$ cat config.mk
export PLATFORM = sky130hd
export DESIGN_NAME = l2_storage_bank
export DESIGN_NICKNAME = d
export VERILOG_FILES = /design/src/rtl/l2_storage_bank.sv
export SDC_FILE = /design/constraint.sdc
export NUM_CORES = 2
export LEC_CHECK = 0
export BUFFER_PORTS_ARGS = -buffer_cell sky130_fd_sc_hd__buf_4
export CAP_MARGIN = 5
export CORE_MARGIN = 5
export CORE_UTILIZATION = 45
export DETAILED_ROUTE_END_ITERATION = 8
export PLACE_DENSITY = 0.62
export SLEW_MARGIN = 20
export SYNTH_ARGS = -nofsm -noshare
export SYNTH_HDL_FRONTEND = slang
export SYNTH_SLANG_ARGS = --single-unit
$ cat constraint.sdc
create_clock -name clk -period 92 [get_ports clk]
set_input_delay 18.4 -clock clk [delete_from_list [all_inputs] [get_ports clk]]
set_output_delay 18.4 -clock clk [all_outputs]
set_load 0.01 [all_outputs]
$ cat src/rtl/l2_storage_bank.sv
// l2_storage_bank: storage primitives for the L2 datapath.
// It holds a per-set metadata array, a byte-enabled line data array, and a
// full-line holding register that buffers fill data from memory.
// There is no handshake. Every read, write and load completes on the rising
// edge where its enable is sampled high. Reads return a registered value one
// edge later, and same-index reads forward the data being written.
module l2_storage_bank #(
  parameter int s_offset = 5,
  parameter int s_index  = 3,
  parameter int width    = 1
) (
  input  logic                        clk,
  input  logic                        rst,
  input  logic                        meta_read,
  input  logic                        meta_load,
  input  logic [s_index-1:0]          meta_rindex,
  input  logic [s_index-1:0]          meta_windex,
  input  logic [width-1:0]            meta_datain,
  output logic [width-1:0]            meta_dataout,
  input  logic                        data_read,
  input  logic [2**s_offset-1:0]      data_write_en,
  input  logic [s_index-1:0]          data_rindex,
  input  logic [s_index-1:0]          data_windex,
  input  logic [8*2**s_offset-1:0]    data_datain,
  output logic [8*2**s_offset-1:0]    data_dataout,
  input  logic                        buf_load,
  input  logic [8*2**s_offset-1:0]    buf_in,
  output logic [8*2**s_offset-1:0]    buf_out
);

  localparam int num_sets  = 2**s_index;
  localparam int num_bytes = 2**s_offset;
  localparam int line_w    = 8*num_bytes;

  logic [width-1:0]  meta_mem [num_sets];
  logic [line_w-1:0] data_mem [num_sets];
  logic [line_w-1:0] data_fwd;

  // Metadata array write and registered read, with write-through forwarding
  always_ff @(posedge clk or posedge rst) begin
    if (rst) begin
      for (int i = 0; i < num_sets; i++) begin
        meta_mem[i] <= '0;
      end
      meta_dataout <= '0;
    end else begin
      if (meta_load) begin
        meta_mem[meta_windex] <= meta_datain;
      end
      if (meta_read) begin
        if (meta_load && (meta_rindex == meta_windex)) begin
          meta_dataout <= meta_datain;
        end else begin
          meta_dataout <= meta_mem[meta_rindex];
        end
      end
    end
  end

  // Line read value: the stored line with the bytes written this cycle merged in
  always_comb begin
    data_fwd = data_mem[data_rindex];
    if (data_rindex == data_windex) begin
      for (int b = 0; b < num_bytes; b++) begin
        if (data_write_en[b]) begin
          data_fwd[8*b +: 8] = data_datain[8*b +: 8];
        end
      end
    end
  end

  // Data array byte-enabled write and registered line read
  always_ff @(posedge clk or posedge rst) begin
    if (rst) begin
      for (int i = 0; i < num_sets; i++) begin
        data_mem[i] <= '0;
      end
      data_dataout <= '0;
    end else begin
      for (int b = 0; b < num_bytes; b++) begin
        if (data_write_en[b]) begin
          data_mem[data_windex][8*b +: 8] <= data_datain[8*b +: 8];
        end
      end
      if (data_read) begin
        data_dataout <= data_fwd;
      end
    end
  end

  // Holding register for memory fill data
  always_ff @(posedge clk or posedge rst) begin
    if (rst) begin
      buf_out <= '0;
    end else if (buf_load) begin
      buf_out <= buf_in;
    end
  end

endmodule

==> results.toml <==
[status]
status = "finished, final reports clean"

[die]
start_util_pct = 45.2
chipWidth_um = 513
core_mm2 = 0.252
pin_count = 1076
die_area_mm2 = 0.263
die_h_um = 513
core.rowCount = 184

[global_route]
grt_use_met3_pct = 4.99
grt_overflow = 0
grtUsageMet2_pct = 42.7
grt_pass1_vias = 73400
grt_max_degree = 197
gr-usage-all-layers_pct = 24.9
top_usage_layer = "met2"
met1_usage_pct = 30.6
grt_pass1_wl_um = 496000
antenna_found_initial = 77

[placement]
place_congestion = 0.855
port_buffers = 1075
hpwl_um = 221000
pre_cts_slack_ns = 67.14

[clock_network]
cts_setup_buffers = 0
postCtsResizedCells = 0
h-tree-depth = 5
numCtsBuffers = 297
clkSinkCount = 2569
root_buffer = "clkbuf_16"
tritoncts = "built"
cts_max_path_buffers = 4
postCtsHoldBufs = 0
clk_pin_slew_ns = 0.06
insertion_delay_ns = 0.94

[min_path]
hp-class = "flip-flop to flip-flop"
worstHoldEndpoint = "data_mem[75]"
holdPathStages = 1
hp-start = "data_mem[75]"

[pwr]
vdd_ir_drop_max_v = 0.0000167
power_density_mw_per_mm2 = 24.3
finalPower_mw = 3.27
p_leak_nw = 57.4

[setup_path]
critical-path-slowest-cell = "buf_4"
cp_slowest_stage_delay_ns = 0.78
reg2reg_slack_ns = 90.20
r2r_start = "data_mem[1966]"
path_cells = "buf_8, buf_4, buf_12, buf_4, buf_4, buf_4, mux4_2, nor2b_1, a211oi_1, o22ai_1"
crit_arrival_ns = 23.89
path_max_fanout = 86
r2r-end = "data_dataout[174]"
startpoint_type = "input pin"
crit_required_ns = 92.74
crit_path_end_kind = "flip-flop"
path_common_cell = "buf_4"
critPathKind = "input pin to flip-flop"
reg2reg_depth = 4

[logic_synthesis]
yosysMostFrequentCell = "dfrtp_1"
seq_area_frac_synth_pct = 56.5
avgSynthCellArea_um2 = 15.1
syn_area_mm2 = 0.114
synthTopCellsByCount = "dfrtp_1 (2,569), mux2_2 (2,313), mux4_2 (513)"
yosysTopAreaCellShare_pct = 56.5
synthTopCellsByArea = "dfrtp_1 (56%), mux2_2 (23%), mux4_2 (10%)"
synth-main-ff-cell = "dfrtp_1"
synthCells = 7529
synth_nets = 8092
yosys_warnings = 0
yosys.cell_types.count = 31
synth-edff-count = 0
synth_seq_cells = 2569
ys_async_sr_fraction_pct = 100
yosys.area.top_type = "dfrtp_1"

[timing]
setup_violations = 0
whs_ns = 0.497
worst_slew_pin_slew_ns = 1.13
grt_setup_unrepaired = "false"
setup_ws_ns = 68.85
finalSetupTns_ns = 0
relSlewSlack_pct = 24.6
finalCriticalPeriod_ns = 23.15
max_freq_mhz = 43.2
finalHoldViolCount = 0
fin_worst_skew_ns = 0.0805
fin_crit_sh_pct = 25.2
slew_viol_final = 0

[final_layout]
drive_gt1_share_pct = 51.2
final_core_util_pct = 53.4
area_delta_synth_final_pct = 18.0
final_nets = 9046
ff_latch_area_mm2 = 0.0643
n_fill_cell = 20800
multi_input_area_mm2 = 0.0461

[detailed_routing]
drc = 0
drt_wl_total_um = 331000
ant_nets = 0
vias = 69300
wl_per_cell_um = 27.4
drt-pass1-iter-count = 5
first_iter_violations = 4790
vias_per_cell = 5.74

[flow_run]
cap_viol_max_count = 0
-- placed cells by master (no fill, tap or decap), types with 2 or more instances in the layout --
cell type,count
inv_1,257
clkbuf_8,77
nor3b_1,2
nand4_1,34
xnor2_1,3
and3b_4,2
buf_8,5
dfrtp_1,2569
bufinv_16,22
buf_4,1128
and2b_1,2
clkinv_2,36
inv_6,8
nand2_1,133
nand4b_1,2
nor3_1,2
o21ai_0,253
clkbuf_1,49
and4_1,32
diode_2,46
clkinv_4,3
nor2b_1,254
o22ai_1,257
clkbuf_16,300
buf_12,11
o21ai_1,4
nor3b_2,3
and2_1,128
clkinv_8,2
clkinvlp_4,2
buf_6,8
mux4_2,513
a211oi_1,256
xnor2_4,3
mux2_2,2313
-- sequential cells by signal, summed over array words and instances (netlist names) --
register	flops
buf_out	256
data_dataout	256
data_mem	2048
meta_dataout	1
meta_mem	8
-- layout make-up --
class / count / area share [%]
inverter: 258 / 0.727
multi-input combinational: 4204 / 34.3
sequential: 2569 / 47.9
clock buffer: 426 / 6.52
timing repair buffer: 1153 / 6.61
antenna: 46 / 0.0857
tap: 3348 / 3.12
clock inverter: 74 / 0.756
-- logic make-up after synthesis --
group           after synthesis  synth area share (%)
buf+inv                     756                  3.07
simple gates                600                  3.08
flops                      2569                  56.5
compound gates              771                  4.24
xor+xnor                      6                0.0660
mux                        2827                  33.0
-- worst max-delay path, delay by kind of cell --
kind | cells | cell delay, ns
compound gates | 2 | 0.36
buf+inv | 6 | 4.04
simple gates | 1 | 0.14
mux | 1 | 0.59
-- stage by stage --
step,instance area [um2],std cells
after global placement,124000,11500
after detailed placement,124000,11500
after global routing,134000,12100
final,134000,12100
after floorplan,114000,7529
after CTS,134000,12000
-- routing by layer --
layer / up-vias / share of wire, %
li1: 29800 / -
met4: 12 / 4.4
met3: 619 / 5.6
met1: 36900 / 39
met5: - / 0.021
met2: 2003 / 51
-- report_power, final --
part	switching, mW	internal, mW
registers	0.132	1.37
logic	0.238	0.350
clock network	0.466	0.720
-- worst max-delay path by stage --
stage	endpoint	from	slack (ns)
2_1_floorplan	buf_out[0]	rst	0.98
3_5_place_dp	data_mem[1308]	rst	67.14
4_1_cts	data_mem[1822]	rst	68.13
3_3_place_gp	data_mem[1566]	rst	67.34
5_1_grt	data_dataout[43]	data_rindex[2]	68.47
6_report	data_dataout[68]	data_rindex[2]	68.85
No activity file was read; power rests on OpenSTA's default activity.
